===== src/rtl/clock_disp_pkg.sv =====
// Shared constants for the six-digit multiplexed 7-segment scanner.
// Segment patterns are {g,f,e,d,c,b,a}, active-low.
package clock_disp_pkg;

  localparam int NUM_DIGITS = 6;

  localparam logic [6:0] SEG_0     = 7'h40;
  localparam logic [6:0] SEG_1     = 7'h79;
  localparam logic [6:0] SEG_2     = 7'h24;
  localparam logic [6:0] SEG_3     = 7'h30;
  localparam logic [6:0] SEG_4     = 7'h19;
  localparam logic [6:0] SEG_5     = 7'h12;
  localparam logic [6:0] SEG_6     = 7'h02;
  localparam logic [6:0] SEG_7     = 7'h78;
  localparam logic [6:0] SEG_8     = 7'h00;
  localparam logic [6:0] SEG_9     = 7'h10;
  localparam logic [6:0] SEG_DASH  = 7'h3F;
  localparam logic [6:0] SEG_BLANK = 7'h7F;

  localparam logic [2:0] DIG_S0 = 3'd0;
  localparam logic [2:0] DIG_S1 = 3'd1;
  localparam logic [2:0] DIG_M0 = 3'd2;
  localparam logic [2:0] DIG_M1 = 3'd3;
  localparam logic [2:0] DIG_H0 = 3'd4;
  localparam logic [2:0] DIG_H1 = 3'd5;

  localparam logic [5:0] AN_OFF = 6'h3F;

  typedef struct packed {
    logic [1:0] h1;
    logic [3:0] h0;
    logic [3:0] m1;
    logic [3:0] m0;
    logic [3:0] s1;
    logic [3:0] s0;
  } time_snap_t;

  function automatic logic [5:0] an_sel(input logic [2:0] idx);
    an_sel = ~(6'b000001 << idx);
  endfunction

endpackage


===== src/rtl/bcd_to_seg7.sv =====
// BCD digit to active-low 7-segment pattern; values above 9 show a dash.
module bcd_to_seg7
  import clock_disp_pkg::*;
(
  input  logic [3:0] i_bcd,
  output logic [6:0] o_seg
);

  always_comb begin
    o_seg = SEG_DASH;
    case (i_bcd)
      4'd0:    o_seg = SEG_0;
      4'd1:    o_seg = SEG_1;
      4'd2:    o_seg = SEG_2;
      4'd3:    o_seg = SEG_3;
      4'd4:    o_seg = SEG_4;
      4'd5:    o_seg = SEG_5;
      4'd6:    o_seg = SEG_6;
      4'd7:    o_seg = SEG_7;
      4'd8:    o_seg = SEG_8;
      4'd9:    o_seg = SEG_9;
      default: o_seg = SEG_DASH;
    endcase
  end

endmodule


===== src/rtl/clock_display_scan.sv =====
// Six-digit common-anode scanner: per-frame time snapshot, inter-digit
// blanking, colon on even seconds and whole-display alarm blink.
module clock_display_scan
  import clock_disp_pkg::*;
#(
  parameter int DIGIT_CYCLES = 1000,
  parameter int BLANK_CYCLES = 2,
  parameter int BLINK_FRAMES = 50
) (
  input  logic       clk,
  input  logic       reset,
  input  logic       disp_en,
  input  logic       Alarm,
  input  logic [1:0] H_in1,
  input  logic [3:0] H_in0,
  input  logic [3:0] M_in1,
  input  logic [3:0] M_in0,
  input  logic [3:0] S_in1,
  input  logic [3:0] S_in0,
  output logic [6:0] seg,
  output logic       dp,
  output logic [5:0] an
);

  localparam int CW = (DIGIT_CYCLES > 1) ? $clog2(DIGIT_CYCLES) : 1;
  localparam int FW = (BLINK_FRAMES > 1) ? $clog2(BLINK_FRAMES) : 1;

  logic [CW-1:0] r_cnt;
  logic [2:0]    r_idx;
  time_snap_t    r_shadow;
  logic [FW-1:0] r_frame;
  logic          r_blink;
  logic [5:0]    r_an;
  logic [6:0]    r_seg;
  logic          r_dp;

  logic       w_slot_end;
  logic       w_frame_end;
  logic       w_on;
  logic       w_blank5;
  logic       w_colon;
  logic [3:0] w_digit;
  logic [6:0] w_dec;

  assign w_slot_end  = (r_cnt == CW'(DIGIT_CYCLES - 1));
  assign w_frame_end = w_slot_end && (r_idx == DIG_H1);

  always_comb begin
    w_digit = 4'd0;
    case (r_idx)
      DIG_S0:  w_digit = r_shadow.s0;
      DIG_S1:  w_digit = r_shadow.s1;
      DIG_M0:  w_digit = r_shadow.m0;
      DIG_M1:  w_digit = r_shadow.m1;
      DIG_H0:  w_digit = r_shadow.h0;
      DIG_H1:  w_digit = {2'b00, r_shadow.h1};
      default: w_digit = 4'd0;
    endcase
  end

  bcd_to_seg7 u_dec (
    .i_bcd (w_digit),
    .o_seg (w_dec)
  );

  assign w_on = (r_cnt >= CW'(BLANK_CYCLES)) && disp_en && r_blink;

  assign w_blank5 = (r_idx == DIG_H1) && (r_shadow.h1 == 2'd0);

  assign w_colon = ((r_idx == DIG_H0) || (r_idx == DIG_M0))
                && !r_shadow.s0[0];

  always_ff @(posedge clk) begin
    if (!reset) begin
      r_cnt <= '0;
      r_idx <= DIG_S0;
    end else if (w_slot_end) begin
      r_cnt <= '0;
      r_idx <= (r_idx == DIG_H1) ? DIG_S0 : r_idx + 3'd1;
    end else begin
      r_cnt <= r_cnt + CW'(1);
    end
  end

  // Snapshot taken on the frame's last cycle so the next frame is coherent
  always_ff @(posedge clk) begin
    if (!reset) begin
      r_shadow <= '0;
    end else if (w_frame_end) begin
      r_shadow <= '{h1: H_in1, h0: H_in0,
                    m1: M_in1, m0: M_in0,
                    s1: S_in1, s0: S_in0};
    end
  end

  always_ff @(posedge clk) begin
    if (!reset) begin
      r_frame <= '0;
      r_blink <= 1'b1;
    end else if (!Alarm) begin
      r_frame <= '0;
      r_blink <= 1'b1;
    end else if (w_frame_end) begin
      if (r_frame == FW'(BLINK_FRAMES - 1)) begin
        r_frame <= '0;
        r_blink <= ~r_blink;
      end else begin
        r_frame <= r_frame + FW'(1);
      end
    end
  end

  always_ff @(posedge clk) begin
    if (!reset) begin
      r_an  <= AN_OFF;
      r_seg <= SEG_BLANK;
      r_dp  <= 1'b1;
    end else if (w_on) begin
      r_an  <= an_sel(r_idx);
      r_seg <= w_blank5 ? SEG_BLANK : w_dec;
      r_dp  <= ~w_colon;
    end else begin
      r_an  <= AN_OFF;
      r_seg <= SEG_BLANK;
      r_dp  <= 1'b1;
    end
  end

  assign an  = r_an;
  assign seg = r_seg;
  assign dp  = r_dp;

endmodule


===== config.mk =====
export PLATFORM = sky130hd
export DESIGN_NAME = clock_display_scan
export DESIGN_NICKNAME = d
export VERILOG_FILES = /design/src/rtl/clock_disp_pkg.sv /design/src/rtl/bcd_to_seg7.sv /design/src/rtl/clock_display_scan.sv
export SDC_FILE = /design/constraint.sdc
export NUM_CORES = 1
export LEC_CHECK = 0
export BUFFER_PORTS_ARGS = -buffer_cell sky130_fd_sc_hd__buf_2
export CAP_MARGIN = 20
export CORE_ASPECT_RATIO = 1.1
export CORE_UTILIZATION = 35
export CTS_BUF_LIST = sky130_fd_sc_hd__clkbuf_2 sky130_fd_sc_hd__clkbuf_4 sky130_fd_sc_hd__clkbuf_8
export DETAILED_ROUTE_END_ITERATION = 12
export MAX_ROUTING_LAYER = met4
export SYNTH_ARGS = -nofsm -noshare
export SYNTH_HDL_FRONTEND = slang
export SYNTH_SLANG_ARGS = --single-unit

===== constraint.sdc =====
create_clock -name clk -period 3.34 [get_ports clk]
set_input_delay 0.668 -clock clk [delete_from_list [all_inputs] [get_ports clk]]
set_output_delay 0.668 -clock clk [all_outputs]
set_load 0.02 [all_outputs]

==> flow_metrics.env <==
export IMPL_io_pins=40
export IMPL_first_pass_iters=8
export IMPL_via_per_inst=4.96
export IMPL_synth_nets=318
export IMPL_grt_pass1_wl_mm=8.86
export IMPL_synth_seq_area_share_pct=43.3
export IMPL_powerDensity_nw_per_um2=385
export IMPL_insertion_delay_ns=0.32
export IMPL_grt_antenna_before_repair=0
export IMPL_via_count=2012
export IMPL_drv_cap=0
export IMPL_dp_cells=398
export IMPL_min_path_type="reg2reg"
export IMPL_finalCritPeriodShare_pct=77.1
export IMPL_post_cts_buffers=0
export IMPL_path_cells="and2_1, ha_1, a221oi_1, inv_1, ha_1, mux2_1, o32a_2"
export IMPL_max_stage_delay_ns=0.64
export IMPL_cts_buffers_inserted=5
export IMPL_die_x_um=84.0
export IMPL_yosys_area_top_type_share_pct=43.3
export IMPL_fp_coreArea_um2=7090
export IMPL_critPathLaunchType="flop"
export IMPL_grt_overflow=0
export IMPL_critPathArrivalTime_ns=2.79
export IMPL_dieArea_um2=7740
export IMPL_cts_buffer_depth=2
export IMPL_cts_sinks=56
export IMPL_routed_wl_mm=5.17
export IMPL_grt_pass1_vias=1889
export IMPL_initial_core_util_pct=36.5
export IMPL_maxSlewViolCount=0
export IMPL_hold_violations=0
export IMPL_path_common_cell="ha_1"
export IMPL_cp_end_kind="flop"
export IMPL_critPathKind="reg2reg"
export IMPL_drc=8
export IMPL_failed_checks="design-rule violations"
export IMPL_row_count=32
export IMPL_cts_htree_levels=2
export IMPL_path_buf_inv=1
export IMPL_hold_buffers=0
export IMPL_drive_above_1_share_pct=20.2
export IMPL_fmax_mhz=389
export IMPL_rr_worst_depth=7
export IMPL_p_leak_nw=1.06
export IMPL_fin_crit_ns=2.57
export IMPL_tightestPinTransition_ns=0.914
export IMPL_critical_path_top_delay_family="compound AO/OA/AOI/OAI gates"
export IMPL_crit_required_ns=3.56
export IMPL_critical_path_peak_fanout=14
export IMPL_die_h_um=92.2
export IMPL_ys_warn_count=0
export IMPL_fin_nets=356
export IMPL_vdd_drop_max_uv=185
export IMPL_synth_top_area_cell="dfxtp_1"
export IMPL_reg2reg_from="r_idx[0]"
export IMPL_clock_skew_final_ns=0.0118
export IMPL_place_gp_congestion=0.827
export IMPL_io_buffer_count=39
export IMPL_syn_area_um2=2590
export IMPL_postLayoutCellArea_um2=2930
export IMPL_hold_path_end="r_shadow[11]"
export IMPL_async_flop_share_pct=0
export IMPL_dp_hpwl_mm=3.83
export IMPL_clkTransAtPathRegs_ns=0.11
export IMPL_reg2reg_slack_ns=0.77
export IMPL_synth_edf_count=0
export IMPL_setup_viol=0
export IMPL_holdCritStartpoint="r_shadow[11]"
export IMPL_syn_inst=282
export IMPL_synth_area_top_cells="dfxtp_1 43%, nand2_1 9.1%, a21boi_1 5.8%, ha_1 4.8%, mux2i_1 3.1%"
export IMPL_drtIter0Drc=134
export IMPL_grt_util_all_layers_pct=14.7
export IMPL_yosysUniqueCellTypes=55
export IMPL_ys_seq_elements=56
export IMPL_grt_max_degree=31
export IMPL_area_delta_synth_final_pct=13.3
export IMPL_ys_flop_type="dfxtp_1"
export IMPL_crit_slowest_cell="a221oi_1"
export IMPL_maxSlewHeadroom_pct=39.0
export IMPL_final_cells=406
export IMPL_antenna_left=0
export IMPL_root_buffer="clkbuf_8"
export IMPL_r2r_end="seg[3]"
export IMPL_place_area_um2=2840
export IMPL_syn_avg_cell_area_um2=9.17
export IMPL_status="finished, violations left"
export IMPL_rsz0062_at_grt="false"
export IMPL_wl_per_cell_um=12.7
export IMPL_post_cts_resized=0
export IMPL_setup_tns_ns=0
export IMPL_diodes=0
export IMPL_hold_depth=2
export IMPL_cts_tree="yes"
==> worst register-to-register path, stage by stage (launching register included) <==
cell and delay, ns:
dfxtp_1 0.51, and2_1 0.24, ha_1 0.26, a221oi_1 0.64, inv_1 0.14, ha_1 0.21
mux2_1 0.31, o32a_2 0.18
==> cell type report <==
class | instances | area (um2)
inverter | 8 | 30.0
sequential | 56 | 1120
tap | 85 | 106
fill | 727 | 4160
timing repair buffer | 42 | 218
clock inverter | 2 | 16.3
multi-input combinational | 207 | 1360
clock buffer | 6 | 76.3
==> cells in the mapped netlist (2+ instances only) <==
| cell | count |
|---|---|
| xnor2_1 | 7 |
| buf_4 | 2 |
| a21boi_0 | 3 |
| nor4_1 | 3 |
| o32a_2 | 3 |
| o22ai_1 | 3 |
| a31oi_1 | 2 |
| xor2_1 | 7 |
| dfxtp_1 | 56 |
| inv_1 | 8 |
| nand3_1 | 7 |
| and2_1 | 6 |
| nand4_1 | 6 |
| nor2_1 | 21 |
| buf_2 | 4 |
| a21boi_1 | 20 |
| and3_1 | 2 |
| ha_1 | 10 |
| nand2b_1 | 4 |
| clkbuf_1 | 3 |
| nand2_1 | 63 |
| a21oi_1 | 2 |
| mux2i_1 | 8 |
==> power breakdown <==
group | switching, W | internal, W | total, W | leakage [nW]
clock | 0.000226 | 0.000158 | 0.000384 | 0.0448
combinational | 0.0000330 | 0.0000291 | 0.0000621 | 0.564
sequential | 0.00000454 | 0.000676 | 0.000681 | 0.453
total | 0.000264 | 0.000863 | 0.00113 | 1.06
==> per-stage QoR <==
stage / power, W / setup WS, ns / hold slack [ns] / utilization, %
6_report: 0.00113 / 0.766 / 0.460 / 41.3
5_1_grt: 0.00118 / 0.530 / 0.489 / 41.3
4_1_cts: 0.00114 / 0.782 / 0.462 / 41.3
3_5_place_dp: 0.000759 / 0.788 / 0.447 / 40.0
3_3_place_gp: 0.000759 / 0.868 / 0.443 / 40.0
2_1_floorplan: 0.000731 / 1.04 / 0.430 / -
==> state kept, by name, indices dropped and copies added, names as in the netlist <==
register	cells
r_shadow	22
r_blink	1
r_cnt	10
dp	1
r_idx	3
an	6
seg	7
r_frame	6
==> cell usage in the layout (no fill, tap or decap), types with 2 or more instances in the layout <==
| cell | instances |
|---|---|
| nand2b_1 | 4 |
| dfxtp_1 | 56 |
| xor2_1 | 7 |
| a31oi_1 | 2 |
| buf_4 | 3 |
| ha_1 | 10 |
| nand2_1 | 63 |
| and2_1 | 6 |
| and3_1 | 2 |
| xnor2_1 | 7 |
| clkbuf_8 | 5 |
| buf_2 | 39 |
| nor4_1 | 3 |
| a21oi_1 | 2 |
| mux2i_1 | 8 |
| o32a_2 | 3 |
| a21boi_1 | 20 |
| inv_1 | 8 |
| nor2_1 | 21 |
| a21boi_0 | 3 |
| o22ai_1 | 3 |
| nand3_1 | 7 |
| nand4_1 | 6 |
==> logic make-up (layout without fill, tap and decap cells) <==
logic type      count (synthesis)  after routing  synth area share [%]
compound gates                 48             48                  15.6
mux                             9              9                  3.53
fa+ha+maj                      10             10                  4.84
flops                          56             56                  43.3
buf+inv                        19             58                  3.97
xor+xnor                       14             14                  4.74
simple gates                  126            126                  24.0
==> layer usage <==
layer	share of wire, %	track usage [%]	routed length [um]	vias up
li1	-	-	-	1041
met1	51	19.1	2610	922
met2	44	23.0	2280	44
met3	3.9	2.97	204	5
met4	1.4	4.74	70	0
met5	0	-	0	-
==> how the worst max path moves through the flow <==
| stage | startpoint | end | slack (ns) | depth (start not counted) |
|---|---|---|---|---|
| after CTS | r_idx[0] | seg[3] | 0.78 | 7 |
| final | r_idx[0] | seg[3] | 0.77 | 7 |
| after floorplan | r_idx[0] | seg[0] | 1.04 | 8 |
| after global placement | r_idx[0] | seg[3] | 0.87 | 7 |
| after global routing | r_idx[0] | seg[0] | 0.53 | 7 |
| after detailed placement | r_idx[0] | seg[0] | 0.79 | 7 |
No activity file was read; power rests on OpenSTA's default activity.
